`config.mk`:
```
export PLATFORM = sky130hd
export DESIGN_NAME = dac_readback_fsm
export DESIGN_NICKNAME = d
export VERILOG_FILES = /design/src/rtl/dac_readback_fsm_pkg.sv /design/src/rtl/dac_reply_rom.sv /design/src/rtl/dac_readback_fsm.sv
export SDC_FILE = /design/constraint.sdc
export NUM_CORES = 1
export LEC_CHECK = 0
export ABC_AREA = 1
export CAP_MARGIN = 20
export CORE_AREA = 3 3 86 88
export CTS_CLUSTER_DIAMETER = 100
export DETAILED_ROUTE_END_ITERATION = 6
export DIE_AREA = 0 0 89 91
export GPL_TIMING_DRIVEN = 0
export PLACE_DENSITY_LB_ADDON = 0.08
export SLEW_MARGIN = 20
export SYNTH_ARGS = -nofsm -noshare
export SYNTH_HDL_FRONTEND = slang
export SYNTH_HIERARCHICAL = 1
export SYNTH_SLANG_ARGS = --single-unit
export TNS_END_PERCENT = 100
```
`constraint.sdc`:
```
create_clock -name clk -period 5.8 [get_ports clk]
set_clock_uncertainty 0.1 [all_clocks]
set_input_delay 0.58 -clock clk [delete_from_list [all_inputs] [get_ports clk]]
set_output_delay 0.58 -clock clk [all_outputs]
set_load 0.05 [all_outputs]
```
`src/rtl/dac_readback_fsm_pkg.sv`:
```
// Shared definitions for the DAC readback and write-command FSMs:
// state encoding, ASCII protocol bytes and the default DAC address.
package dac_readback_fsm_pkg;

   localparam int unsigned STATE_W = 3;
   localparam int unsigned CODE_W  = 10;
   localparam int unsigned IDX_W   = 4;
   localparam int unsigned TMO_W   = 20;
   localparam int unsigned BYTE_W  = 8;

   localparam logic [STATE_W-1:0] ST_IDLE     = 3'd0;
   localparam logic [STATE_W-1:0] ST_I2C_REQ  = 3'd1;
   localparam logic [STATE_W-1:0] ST_I2C_WAIT = 3'd2;
   localparam logic [STATE_W-1:0] ST_TX_LOAD  = 3'd3;
   localparam logic [STATE_W-1:0] ST_TX_WAIT  = 3'd4;

   localparam logic [BYTE_W-1:0] ASCII_V_LC = 8'd118;
   localparam logic [BYTE_W-1:0] ASCII_V_UC = 8'd86;
   localparam logic [BYTE_W-1:0] ASCII_0    = 8'd48;
   localparam logic [BYTE_W-1:0] ASCII_1    = 8'd49;
   localparam logic [BYTE_W-1:0] ASCII_E    = 8'd69;
   localparam logic [BYTE_W-1:0] ASCII_CR   = 8'd13;
   localparam logic [BYTE_W-1:0] ASCII_LF   = 8'd10;

   localparam logic [6:0] DAC_ADDR_DEFAULT = 7'b0001101;

   // Index of the final byte of each reply ("v" + 10 digits + CR LF, or "E" CR LF)
   localparam logic [IDX_W-1:0] LAST_IDX_NORMAL = 4'd12;
   localparam logic [IDX_W-1:0] LAST_IDX_ERROR  = 4'd2;

endpackage

```
`src/rtl/dac_reply_rom.sv`:
```
// Maps reply byte index, captured code and error flag to the ASCII byte to send.
module dac_reply_rom
   import dac_readback_fsm_pkg::*;
(
   input  logic [IDX_W-1:0]  idx,
   input  logic [CODE_W-1:0] code,
   input  logic              err,
   output logic [BYTE_W-1:0] reply_byte_c
);

   logic [IDX_W-1:0] bit_sel_c;

   // Digits run from code bit 9 at index 1 down to bit 0 at index 10
   always_comb begin
      reply_byte_c = '0;
      bit_sel_c    = IDX_W'(10) - idx;
      if (err) begin
         case (idx)
            4'd0:    reply_byte_c = ASCII_E;
            4'd1:    reply_byte_c = ASCII_CR;
            4'd2:    reply_byte_c = ASCII_LF;
            default: reply_byte_c = '0;
         endcase
      end else if (idx == 4'd0) begin
         reply_byte_c = ASCII_V_LC;
      end else if (idx <= 4'd10) begin
         reply_byte_c = code[bit_sel_c] ? ASCII_1 : ASCII_0;
      end else if (idx == 4'd11) begin
         reply_byte_c = ASCII_CR;
      end else if (idx == 4'd12) begin
         reply_byte_c = ASCII_LF;
      end
   end

endmodule

```
`src/rtl/dac_readback_fsm.sv`:
```
// On a UART 'v', reads the DAC code over I2C and replies with its 10 bits in ASCII,
// or with "E\r\n" if the read does not complete in time.
module dac_readback_fsm
   import dac_readback_fsm_pkg::*;
#(
   parameter logic [6:0]       DAC_ADDR       = DAC_ADDR_DEFAULT,
   parameter logic [TMO_W-1:0] TIMEOUT_CYCLES = 20'd1000000
) (
   input  logic              clk,
   input  logic              rst_n,
   input  logic [7:0]        uart_rx,
   input  logic              uart_data_ready,
   output logic [7:0]        uart_tx,
   output logic              uart_tx_load,
   input  logic              uart_tx_busy,
   output logic [6:0]        i2c_addr,
   output logic [15:0]       i2c_data,
   output logic              i2c_bytes,
   output logic              i2c_r_w,
   output logic              i2c_load,
   input  logic              i2c_busy,
   input  logic              i2c_data_ready,
   input  logic [15:0]       i2c_rd_data
);

   localparam logic [TMO_W-1:0] TMO_LAST = TIMEOUT_CYCLES - TMO_W'(1);

   logic [STATE_W-1:0] state, nxt_state;
   logic [CODE_W-1:0]  code, nxt_code;
   logic               err, nxt_err;
   logic [IDX_W-1:0]   idx, nxt_idx;
   logic [TMO_W-1:0]   cnt, nxt_cnt;
   logic [BYTE_W-1:0]  nxt_tx;
   logic               nxt_tx_load, nxt_i2c_load;
   logic [BYTE_W-1:0]  reply_byte_c;
   logic               read_done_c, unused_rd_bits;

   assign i2c_addr  = DAC_ADDR;
   assign i2c_data  = 16'h0000;
   assign i2c_bytes = 1'b1;
   assign i2c_r_w   = 1'b1;

   // Only bits [11:2] of the read word carry the DAC code
   assign unused_rd_bits = ^{i2c_rd_data[15:12], i2c_rd_data[1:0]};

   assign read_done_c = i2c_data_ready || (cnt >= TMO_LAST);

   dac_reply_rom u_rom (
      .idx          (idx),
      .code         (code),
      .err          (err),
      .reply_byte_c (reply_byte_c)
   );

   // Next-state logic; the I2C request and the first reply byte are issued
   // straight from IDLE / I2C_WAIT when the target is free, saving a cycle each.
   always_comb begin
      nxt_state    = state;
      nxt_code     = code;
      nxt_err      = err;
      nxt_idx      = idx;
      nxt_cnt      = cnt;
      nxt_tx       = uart_tx;
      nxt_tx_load  = 1'b0;
      nxt_i2c_load = 1'b0;
      case (state)
         ST_IDLE, ST_I2C_REQ: begin
            if ((state == ST_I2C_REQ) || (uart_data_ready && (uart_rx == ASCII_V_LC))) begin
               if (!i2c_busy) begin
                  nxt_i2c_load = 1'b1;
                  nxt_cnt      = '0;
                  nxt_state    = ST_I2C_WAIT;
               end else begin
                  nxt_state    = ST_I2C_REQ;
               end
            end
         end
         ST_I2C_WAIT: begin
            nxt_cnt = cnt + TMO_W'(1);
            if (read_done_c) begin
               nxt_err = !i2c_data_ready;
               nxt_idx = '0;
               if (i2c_data_ready) begin
                  nxt_code = i2c_rd_data[11:2];
               end
               if (!uart_tx_busy) begin
                  nxt_tx      = i2c_data_ready ? ASCII_V_LC : ASCII_E;
                  nxt_tx_load = 1'b1;
                  nxt_state   = ST_TX_WAIT;
               end else begin
                  nxt_state   = ST_TX_LOAD;
               end
            end
         end
         ST_TX_LOAD: begin
            if (!uart_tx_busy) begin
               nxt_tx      = reply_byte_c;
               nxt_tx_load = 1'b1;
               nxt_state   = ST_TX_WAIT;
            end
         end
         ST_TX_WAIT: begin
            if (!uart_tx_busy) begin
               if (idx == (err ? LAST_IDX_ERROR : LAST_IDX_NORMAL)) begin
                  nxt_idx   = '0;
                  nxt_state = ST_IDLE;
               end else begin
                  nxt_idx   = idx + IDX_W'(1);
                  nxt_state = ST_TX_LOAD;
               end
            end
         end
         default: nxt_state = ST_IDLE;
      endcase
   end

   always_ff @(posedge clk or negedge rst_n) begin
      if (!rst_n) begin
         state        <= ST_IDLE;
         code         <= '0;
         err          <= 1'b0;
         idx          <= '0;
         cnt          <= '0;
         uart_tx      <= 8'h00;
         uart_tx_load <= 1'b0;
         i2c_load     <= 1'b0;
      end else begin
         state        <= nxt_state;
         code         <= nxt_code;
         err          <= nxt_err;
         idx          <= nxt_idx;
         cnt          <= nxt_cnt;
         uart_tx      <= nxt_tx;
         uart_tx_load <= nxt_tx_load;
         i2c_load     <= nxt_i2c_load;
      end
   end

endmodule

```
After elaboration in Yosys (flattened, before gate mapping)
Index checks and enable logic that the tools add are counted.
Widths: inputs -> output; s select.
Operators by class
  add/subtract/negate cells: 3
  multiply operators: 0
  div/mod/pow operators: 0
  order comparisons: 3
  equal/unequal tests: 16
  shift operators: 0
  muxes and demuxes: 36
  bitwise logic cells: 0
  reductions and logical operators: 16
Operator list (count)
  $mux 8: 7
  $mux 20: 2
  $pmux 20 s2: 1
  $pmux 7 s3: 1
  $add 20x1->20 const B: 1
  $ge 20x20->1 const B: 1
  $mux 4: 5
  $pmux 8 s2: 1
  $mux 3: 5
  $ne 2x2->1 const B: 6
  $pmux 3 s4: 1
  $reduce_and 3->1: 3
  $eq 4x4->1 const B: 2
  $eq 8x7->1 const B: 1
  $pmux 4 s2: 1
  $reduce_and 4->1: 2
  $mux 1: 7
  $eq 3x2->1 const B: 2
  $mux 6: 1
  $reduce_bool 2->1: 3
  $lt 4x5->1 const B: 1
  $add 4x1->4 const B: 1
  $bmux 1 s4: 1
  $eq 4x1->1 const B: 1
  other kinds (15): 17
Word-level totals
  register bits after elaboration: 48
  bits in latches: 0
  memory bits (writable): 0
  ROM bits: 0
  output and inout port bits: 35
  memories kept: 0

Depth between registers and ports, before layout
Gate-level depths: netlist (run 1).
  depth in word-level cells: 9
  depth in mapped cells: 14

By module
The synthesis (run 1) kept the hierarchy.
By module, submodules not included
  dac_readback_fsm: times used 1, cells each 411, area each 2946.6 µm², sequential area each 1201.2 µm²
  dac_reply_rom: times used 1, cells each 71, area each 390.4 µm², sequential area each 0.0 µm²

Least setup slack after synthesis (run 1)
No wires, ideal clock.
  path kind: register to register
  start: register idx[0]
  end: register uart_tx[0]
  setup time: 0.119 ns
  arrival: 1.733 ns
  required time: 5.581 ns
  slack: 3.847 ns
  stages on the path, launching flop included: 15
  path buffers: 0
  clock period less this slack: 1.953 ns
  cells stage by stage: dfrtp_1 inv_2 ha_1 inv_1 nand3_1 nand3_2 nand3_2 nand2_1 nand2_1 nand2_1 nand2_1 nor2_1 nor2_1 nand3_1 nand2_1
Between the ends
  cells in the longest elaborated chain, start to end: 9
  elaborated cells on any way between the ends: 16
  classes of those cells: add/sub (1); order compare (1); eq/ne (3); mux (10); reduce/logical (1)
RTL lines
  start: declaration: line dac_readback_fsm.sv:31  | logic [IDX_W-1:0] idx, nxt_idx;
  start signal: assignment: line dac_readback_fsm.sv:131  | idx <= nxt_idx;
  $sub 4x4->4: line dac_reply_rom.sv:16  | bit_sel_c = IDX_W'(10) - idx;
  $bmux 1 s4: line dac_reply_rom.sv:27  | reply_byte_c = code[bit_sel_c] ? ASCII_1 : ASCII_0;
  $mux 1 (implied by the code): line dac_reply_rom.sv:27
  $mux 1: line dac_reply_rom.sv:27
  $mux 8: line dac_reply_rom.sv:26  | end else if (idx <= 4'd10) begin
  $mux 8: line dac_reply_rom.sv:24  | end else if (idx == 4'd0) begin
  $mux 8 *: line dac_reply_rom.sv:17  | if (err) begin
  net reply_byte_c[0]: line dac_readback_fsm.sv:35  | logic [BYTE_W-1:0] reply_byte_c;
  $mux 8 *: line dac_readback_fsm.sv:96  | if (!uart_tx_busy) begin
  $pmux 8 s2 *: line dac_readback_fsm.sv:66  | case (state)
  end signal: assignment: line dac_readback_fsm.sv:133  | uart_tx <= nxt_tx;
  end: declaration: line dac_readback_fsm.sv:13  | output logic [7:0] uart_tx,
The timed path passes the listed nets; every way through them passes the cells marked *. The select of a mux whose other input is x is not followed.
A chain may end at the register's enable or synchronous reset.

Worst setup path in the final report (run 1)
Same ends and word-level chain as after synthesis.

==> run_results.csv, run 1 <==
group,metric,value,unit
power,leakage,2.115,nW
sta,slew_headroom,51.90,%
sta,max_freq,441.2,MHz
clock_network,root_buffer,"clkbuf_8",
clock_network,cts_buffers,5,
logic_synthesis,ys_seq_area_share,36.00,%
logic_synthesis,synth_edf_count,0,
worst_setup_path,worstPathCellList,"inv_2 -> ha_1 -> inv_1 -> nand3_1 -> nand3_2 -> nand3_2 -> nand2_1 -> nand2_1 -> nand2_1 -> nand2_1 -> nor2_1 -> nor2_1 -> nand3_1 -> nand2_1",
die,die_h,91,µm
clock_network,hold_buffers,0,
sta,setup-tns-final,0,ns
route,drt_wl_total,6.875,mm
logic_synthesis,yosys-top-cells-area,"dfrtp_1 (36%), nand2_1 (20%), nand3_1 (7.8%)",
worst_setup_path,crit_fanout,15,
route,ant_nets,0,
placement,dp_hpwl,5.347,mm
logic_synthesis,ys_warn_count,6,
sta,finalCritPeriodShare,39.08,%
die,die_area,0.008099,mm²
worst_setup_path,required,5.89,ns
power,powerDensity,394.9,mW/mm²
grt,grt_pass1_wl,11.78,mm
clock_network,cts_tree,"built",
sta,worst_slack,3.534,ns
worst_setup_path,end_kind,"flip-flop",
placement,place_ws,3.545,ns
grt,grt.overflow.total,0,
finish,area_growth,18.86,%
logic_synthesis,ys.flop_type,"dfrtp_1",
placement,place_congestion,0.9093,
logic_synthesis,netlist_instances,482,
logic_synthesis,synth_top_area_cell,"dfrtp_1",
logic_synthesis,synth_top_area_share,36.00,%
finish,antenna_cells,0,
finish,drive_gt1_share,15.54,%
worst_setup_path,cpMostUsedCell,"nand2_1",
clock_network,clock_path_buffers,2,
route,via_per_inst,4.727,
logic_synthesis,synth_area_per_cell,6.923,µm²
clock_network,cts_sinks,48,
die,fp-row-count,30,
run,max-cap-violations,0,
logic_synthesis,synth_most_common_cell,"nand2_1",
logic_synthesis,ys_seq_elements,48,
grt,grt_max_degree,30,
sta,tightest_slew,0.7215,ns
placement,place_inst,619,
sta,period_minus_slack,2.266,ns
finish,final_cells,627,
sta,setup_viol,0,
worst_setup_path,arrival,2.36,ns
sta,finalMaxSlewViolations,0,
clock_network,post_cts_resized,0,
route,first_pass_iters,4,
logic_synthesis,synth.cell_area,0.003337,mm²
worst_setup_path,critPathSlowestCell,"dfrtp_1",
grt,grt_pass1_vias,2592,
run_status,status,"finished, final reports clean",
grt,grt_use_met2,27.10,%
route,wl_per_cell,10.96,µm
worst_setup_path,cp.buffers_inverters,2,
route,drc_errors,0,
grt,use_met1,26.33,%
sta,rsz0062_at_grt,"false",
grt,antenna_found_initial,0,
die,start_util,49.66,%
sta,finalHoldViolCount,0,
die,io_pins,65,
power,irDropWorstVdd,0.1914,mV
grt,grt_usage,17.84,%
logic_synthesis,synth.distinct_cells,37,
power,finalPower,1.566,mW
finish,fillers,624,
worst_setup_path,cpLargestDelayFamily,"simple AND/OR/NAND/NOR gates",
logic_synthesis,synthArstFlopShare,100.0,%
worst_setup_path,cp-start-kind,"flip-flop",
placement,io_buffers,33,
clock_network,cts_htree_levels,2,
grt,globalRouteMet3Util,3.448,%
die,fp.dieW,89,µm
worst_setup_path,critical_path_class,"reg2reg",
clock_network,clock_latency,0.29,ns
clock_network,postCtsSetupRepairBufs,0,
clock_network,cts.reportedPaths.clkPinSlew,0.09,ns
finish,layout.nets,583,
route,num_vias,2964,
logic_synthesis,ys_top_cells_by_count,"nand2_1 (180), nand3_1 (52), dfrtp_1 (48)",
route,first_iter_violations,163,
worst_setup_path,critPathMaxStageDelay,0.70,ns
min_path,hold_path_class,"in2async",
grt,top_usage_layer,"met2",
die,core_area,0.006719,mm²
-- state kept, by name (all words and copies together), names as in the netlist --
name and flops:
cnt 20, code 10, err 1, i2c_load 1, idx 4, state 3
uart_tx 8, uart_tx_load 1
-- final cells by class --
type                            count  area [µm²]  share of cell area (%)
Inverter                           52       195.2                   4.921
Clock buffer                        8       90.09                   2.271
Timing Repair Buffer               34       352.8                   8.896
Buffer                             33       235.2                   5.931
Tap cell                           80       100.1                   2.524
Sequential cell                    48        1201                   30.28
Multi-Input combinational cell    372        1792                   45.17
-- metrics by stage --
stage / cell area [µm²] / util, % / hold WS [ns]
2_1_floorplan: 3423 / - / 0.1844
3_3_place_gp: 3854 / 57.36 / 0.3540
3_5_place_dp: 3876 / 57.69 / 0.3604
4_1_cts: 3966 / 59.03 / 0.2484
5_1_grt: 3966 / 59.03 / 0.2819
6_report: 3966 / 59.03 / 0.2303
-- cell usage in the layout, fill, tap and decap left out, drive strengths merged --
cell and count:
clkbuf 8, o211ai 1, nor4 1, dfrtp 48, ha 7, nand3 59
xor2 1, or2 5, o21ai 11, o22ai 1, xnor2 2, nor3b 1
clkdlybuf4s50 32, buf 35, o21a 1, conb 26, inv 52, a21oi 6
nor2 34, a211oi 1, nor3 9, nand3b 3, nand2 190, nand4 11
o21bai 2
-- per-layer routing --
layer	vias to the layer above	share of wire, %
met5	-	0
met4	0	0.51
met3	2	6.5
met2	92	43
met1	1261	50
li1	1609	-
-- report_power, final --
group / internal (mW) / leakage, nW / switching (mW) / total, mW
clock: 0.0974 / 0.0455 / 0.105 / 0.202
sequential: 0.467 / 0.631 / 0.153 / 0.620
combinational: 0.260 / 1.44 / 0.484 / 0.744
total: 0.825 / 2.12 / 0.741 / 1.57
-- cell families after synthesis --
kind of cell    count (synthesis)  share of synthesized area, %
simple gates                  313                         43.27
buf+inv                        85                         12.90
flops                          48                         36.00
compound gates                 23                         4.087
fa+ha+maj                       7                         2.625
xor+xnor                        3                        0.7875
other cells                     3                        0.3374
-- final timing paths --
kind	to	slack, ns	cells after the start	start
min in group clk	uart_tx[7]$_DFFE_PN0P_	0.37	2	uart_tx[7]$_DFFE_PN0P_
max in group asynchronous	cnt[18]$_DFFE_PN0P_	4.82	2	rst_n
min	cnt[9]$_DFFE_PN0P_	0.23	1	rst_n
max reg2reg	uart_tx[0]$_DFFE_PN0P_	3.53	14	idx[0]$_DFFE_PN0P_
max	uart_tx[0]$_DFFE_PN0P_	3.53	14	idx[0]$_DFFE_PN0P_
min reg2reg	uart_tx[7]$_DFFE_PN0P_	0.37	2	uart_tx[7]$_DFFE_PN0P_
(Power assumes the default switching activity.)
==> run 2: changes to the inputs <==
- clock period: 5.8 -> 2.2 ns (I/O delays scaled with it)
==> run_results.csv, run 2 (synthesis gave the netlist of run 1 again) <==
group,metric,value,unit
finish,fillers,619,
power,power_frac_comb,48.4,%
finish,antenna_cells,0,
placement,io_buffers,33,
finish,final_util,59.78,%
die,fp.dieW,89,µm
sta,finalCritPeriodShare,90.93,%
worst_setup_path,cp.buffers_inverters,2,
route,ant_nets,0,
clock_network,root_buffer,"clkbuf_8",
die,fp-row-count,30,
clock_network,cts.reportedPaths.clkPinSlew,0.08,ns
finish,final_cell_mix,"nand2_1 (180), nand3_1 (52), dfrtp_1 (46)",
placement,place_congestion,0.9093,
worst_setup_path,worstPathCellList,"inv_2 -> ha_1 -> inv_1 -> nand3_1 -> nand3_2 -> nand3_2 -> nand2_1 -> nand2_1 -> nand2_1 -> nand2_1 -> nor2_1 -> nor2_1 -> nand3_1 -> nand2_1",
finish,layout.nets,589,
placement,place_ws,-0.05491,ns
worst_setup_path,crit_fanout,11,
route,first_pass_iters,4,
route,met2_length,3.033,mm
grt,grt_max_degree,30,
route,wl_met1,3.445,mm
sta,period_minus_slack,2.001,ns
worst_setup_path,critPathSlowestCell,"dfrtp_2",
worst_setup_path,cp-start-kind,"flip-flop",
die,io_pins,65,
clock_network,cts_tree,"built",
finish,final_area,0.004016,mm²
clock_network,cts_buffers,5,
min_path,hold_path_class,"in2reg",
sta,worst_slack,0.1995,ns
die,start_util,49.66,%
sta,setup_viol,0,
finish,drive_gt1_share,16.64,%
worst_setup_path,r2r_end,"uart_tx[0]$_DFFE_PN0P_",
min_path,hold_start,"i2c_rd_data[5]",
power,internal_power,2.223,mW
power,pwr-share-clk,12.7,%
worst_setup_path,critical_path_class,"reg2reg",
finish,largestRegisters,"cnt x20, code x10, uart_tx x8",
sta,slew_headroom,51.71,%
route,dr_wl_met3,410,µm
route,drc_errors,0,
min_path,hold_depth,3,
sta,max_freq,499.9,MHz
worst_setup_path,ff2ff_path_depth,14,
power,irDropWorstVdd,0.5094,mV
route,num_vias,2996,
worst_setup_path,cpLargestDelayFamily,"simple AND/OR/NAND/NOR gates",
route,drt_wl_total,6.925,mm
finish,final_common_cell,"nand2_1",
route,via_per_inst,4.733,
run_status,status,"finished, final reports clean",
route,first_iter_violations,151,
run,max-cap-violations,0,
clock_network,clock_path_buffers,2,
power,p_switching,1.966,mW
finish,max_flop_register,"cnt",
grt,grt_pass1_wl,11.82,mm
clock_network,cts_sinks,48,
grt,grt_usage,17.92,%
die,core_area,0.006719,mm²
placement,dp_hpwl,5.347,mm
route,highest_layer,"met4",
power,powerDensity,1043,mW/mm²
worst_setup_path,end_kind,"flip-flop",
placement,place_area,0.003876,mm²
finish,regArea,0.001204,mm²
clock_network,clock_latency,0.29,ns
grt,antenna_found_initial,0,
die,die_h,91,µm
sta,finalHoldViolCount,0,
finish,multiInputGateArea,0.001792,mm²
worst_setup_path,r2r_slack,0.20,ns
power,leakage,2.143,nW
worst_setup_path,required,2.29,ns
finish,largest_register_ffs,20,
sta,finalMaxSlewViolations,0,
power,sw_frac_of_total,46.93,%
die,die_area,0.008099,mm²
grt,grt_pass1_vias,2604,
worst_setup_path,arrival,2.09,ns
power,p_seq_share,38.8,%
worst_setup_path,cpMostUsedCell,"nand2_1",
clock_network,cts_htree_levels,2,
worst_setup_path,critPathMaxStageDelay,0.51,ns
grt,grt.overflow.total,0,
min_path,hold_end,"code[3]$_DFFE_PN0P_",
sta,tightest_slew,0.7244,ns
route,wl_per_cell,10.94,µm
finish,area_growth,20.36,%
worst_setup_path,r2r-start,"idx[0]$_DFFE_PN0P_",
-- run 2: changes by cell type in the layout (fill, tap and decap cells not counted) --
cell	before	now
buf_4	28	33
dfrtp_2	0	2
dfrtp_1	48	46
dlygate4sd3_1	0	1
-- run 2: how the worst max path moves through the flow --
| stage | slack, ns | end | from | depth (start not counted) |
|---|---|---|---|---|
| 2_1_floorplan | 0.25 | uart_tx[0]$_DFFE_PN0P_ | idx[0]$_DFFE_PN0P_ | 14 |
| 3_3_place_gp | -0.64 | code[5]$_DFFE_PN0P_ | rst_n | 1 |
| 3_5_place_dp | -0.05 | uart_tx[0]$_DFFE_PN0P_ | idx[0]$_DFFE_PN0P_ | 14 |
| 4_1_cts | 0.12 | uart_tx[0]$_DFFE_PN0P_ | idx[0]$_DFFE_PN0P_ | 14 |
| 5_1_grt | -0.009 | uart_tx[0]$_DFFE_PN0P_ | idx[0]$_DFFE_PN0P_ | 14 |
| 6_report | 0.20 | uart_tx[0]$_DFFE_PN0P_ | idx[0]$_DFFE_PN0P_ | 14 |
-- run 2: power groups by stage --
stage	registers (mW)	clock network [mW]	logic (mW)
floorplan	1.80	0	1.27
global placement	1.63	0	1.93
detailed placement	1.64	0	1.97
CTS	1.63	0.559	1.98
global route	1.68	0.594	2.30
finish	1.63	0.534	2.03
-- run 2: worst min-delay path, stage by stage --
cell,delay (ns)
clkdlybuf4s50_1,0.39
nand2_1,0.06
nand2_1,0.04
-- run 2: layout make-up --
type                       count  share of cell area [%]
sequential                    48                   29.97
buffer                        33                   5.857
tap                           80                   2.492
timing repair buffer          40                   9.969
clock buffer                   8                   2.243
multi-input combinational    372                   44.61
inverter                      52                   4.860
-- run 2: what timing repair did --
action | CTS | global route
endpoints found under the setup margin | 1 | 1
cloned | 0 | 0
endpoints found under the hold margin | 28 | 0
resized for setup | 1 | 1
hold buffers | 1 | 0
buffers inserted | 0 | 5
-- run 2: metal layers --
layer / vias up / GRT usage [%]
li1: 1619 / -
met1: 1288 / 26.33
met2: 87 / 27.35
met3: 2 / 3.448
met4: 0 / 3.722
met5: - / 0
-- run 2: per-stage QoR --
stage               cells  total power, mW    TNS, ns  hold WS (ns)
CTS                   628            4.167          0        0.3485
floorplan             505            3.072          0       -0.1756
detailed placement    619            3.615   -0.05491        0.2233
finish                633            4.190          0        0.3607
global placement      618            3.565     -30.38        0.3540
global route          633            4.572  -0.009034        0.3447
==> run 3: changes to the inputs <==
- SETUP_SLACK_MARGIN: unset -> 0.15
==> run_results.csv, run 3 (synthesis gave the netlist of run 1 again) <==
group,metric,value,unit
finish,drive_gt1_share,16.49,%
power,finalPower,4.167,mW
route,via_per_inst,4.790,
placement,place_congestion,0.9093,
power,irDropWorstVdd,0.5101,mV
grt,grt_pass1_vias,2620,
worst_setup_path,cp-start-kind,"flip-flop",
finish,fillers,623,
placement,io_buffers,33,
finish,area_growth,20.21,%
die,io_pins,65,
route,drt_wl_total,6.957,mm
route,drc_errors,0,
sta,finalHoldViolCount,0,
finish,final_cell_mix,"nand2_1 (180), nand3_1 (52), dfrtp_1 (46)",
sta,tightest_slew,0.7252,ns
die,start_util,49.66,%
route,wl_per_cell,11.01,µm
clock_network,cts_htree_levels,2,
grt,grt_usage,18.01,%
clock_network,clock_path_buffers,2,
placement,dp_hpwl,5.347,mm
route,num_vias,3027,
finish,largest_register_ffs,20,
finish,antenna_cells,0,
finish,largestRegisters,"cnt x20, code x10, uart_tx x8",
finish,final_cells,632,
sta,setup-tns-final,0,ns
grt,grt_max_degree,30,
placement,place_inst,619,
worst_setup_path,crit_fanout,7,
sta,slew_headroom,51.66,%
die,die_h,91,µm
route,ant_nets,0,
worst_setup_path,end_kind,"flip-flop",
clock_network,cts_sinks,48,
run_status,status,"finished, final reports clean",
die,die_area,0.008099,mm²
worst_setup_path,critical_path_class,"reg2reg",
route,first_pass_iters,5,
die,fp.dieW,89,µm
clock_network,clock_latency,0.29,ns
worst_setup_path,required,2.29,ns
power,leakage,2.139,nW
clock_network,cts_tree,"built",
clock_network,cts.reportedPaths.clkPinSlew,0.08,ns
power,powerDensity,1039,mW/mm²
clock_network,cts_buffers,5,
min_path,hold_path_class,"in2reg",
finish,max_flop_register,"cnt",
grt,grt_pass1_wl,11.87,mm
sta,finalMaxSlewViolations,0,
clock_network,root_buffer,"clkbuf_8",
sta,finalCritPeriodShare,84.69,%
run,max-cap-violations,0,
sta,setup_viol,0,
route,first_iter_violations,185,
finish,final_common_cell,"nand2_1",
sta,rsz0062_at_grt,"false",
worst_setup_path,arrival,1.95,ns
die,fp-row-count,30,
sta,period_minus_slack,1.863,ns
sta,max_freq,536.7,MHz
grt,grt.overflow.total,0,
die,core_area,0.006719,mm²
grt,antenna_found_initial,0,
finish,layout.nets,588,
run 3: cell types whose count changed in the layout (fill, tap and decap cells not counted):
cell   change
buf_4      -1
inv_2      -1
inv_4      +1
run 3: metrics by stage:
| stage | worst slack [ns] | hold slack [ns] | util, % | instance area [µm²] |
|---|---|---|---|---|
| global placement | -0.6366 | 0.3540 | 57.36 | 3854 |
| detailed placement | -0.05491 | 0.2233 | 57.69 | 3876 |
| CTS | 0.1928 | 0.3485 | 59.42 | 3993 |
| global route | 0.1516 | 0.3447 | 59.70 | 4011 |
| floorplan | 0.2474 | -0.1756 | - | 3423 |
| finish | 0.3368 | 0.3605 | 59.70 | 4011 |
run 3: final timing paths:
check | from | endpoint | slack [ns] | cells after the start
setup / recovery | idx[0]$_DFFE_PN0P_ | uart_tx[0]$_DFFE_PN0P_ | 0.34 | 14
hold / removal | i2c_rd_data[5] | code[3]$_DFFE_PN0P_ | 0.36 | 3
setup reg to reg | idx[0]$_DFFE_PN0P_ | uart_tx[0]$_DFFE_PN0P_ | 0.34 | 14
hold reg to reg | uart_tx[7]$_DFFE_PN0P_ | uart_tx[7]$_DFFE_PN0P_ | 0.37 | 2
max in group asynchronous | rst_n | idx[1]$_DFFE_PN0P_ | 1.01 | 3
min in group asynchronous | rst_n | cnt[9]$_DFFE_PN0P_ | 0.42 | 2
run 3: timing repair:
action / CTS / global route
setup endpoints to repair: 2 / 2
buffers inserted: 2 / 2
hold buffers: 1 / 0
hold endpoints to repair: 28 / 0
gates resized for setup: 1 / 2
run 3: area by class of cell:
type / instances / area, µm² / share of cell area [%]
multi-input cells: 372 / 1792 / 44.67
repair buffers: 39 / 392.9 / 9.794
inverters: 52 / 197.7 / 4.928
well taps: 80 / 100.1 / 2.495
plain buffers: 33 / 235.2 / 5.864
flip-flops and latches: 48 / 1204 / 30.01
clock buffers: 8 / 90.09 / 2.246
run 3: worst max-delay path: stages (launching register included):
cell     delay, ns
dfrtp_2       0.44
inv_4         0.07
ha_1          0.35
inv_1         0.09
nand3_1       0.08
nand3_2       0.07
nand3_2       0.06
nand2_1       0.07
nand2_1       0.05
nand2_1       0.05
nand2_1       0.04
nor2_1        0.10
nor2_1        0.05
nand3_1       0.08
nand2_1       0.05
run 3: power breakdown:
part | total, mW | internal [mW] | switching (mW) | leakage [nW]
logic | 2.02 | 0.710 | 1.31 | 1.47
registers | 1.61 | 1.23 | 0.380 | 0.627
clock network | 0.534 | 0.257 | 0.277 | 0.0455
run 3: metal layers:
| metal | GRT usage, % | wire, µm | vias to the layer above |
|---|---|---|---|
| li1 | - | - | 1624 |
| met1 | 26.45 | 3382 | 1301 |
| met2 | 27.54 | 3039 | 98 |
| met3 | 3.448 | 480 | 4 |
| met4 | 3.722 | 54 | 0 |
| met5 | 0 | 0 | - |
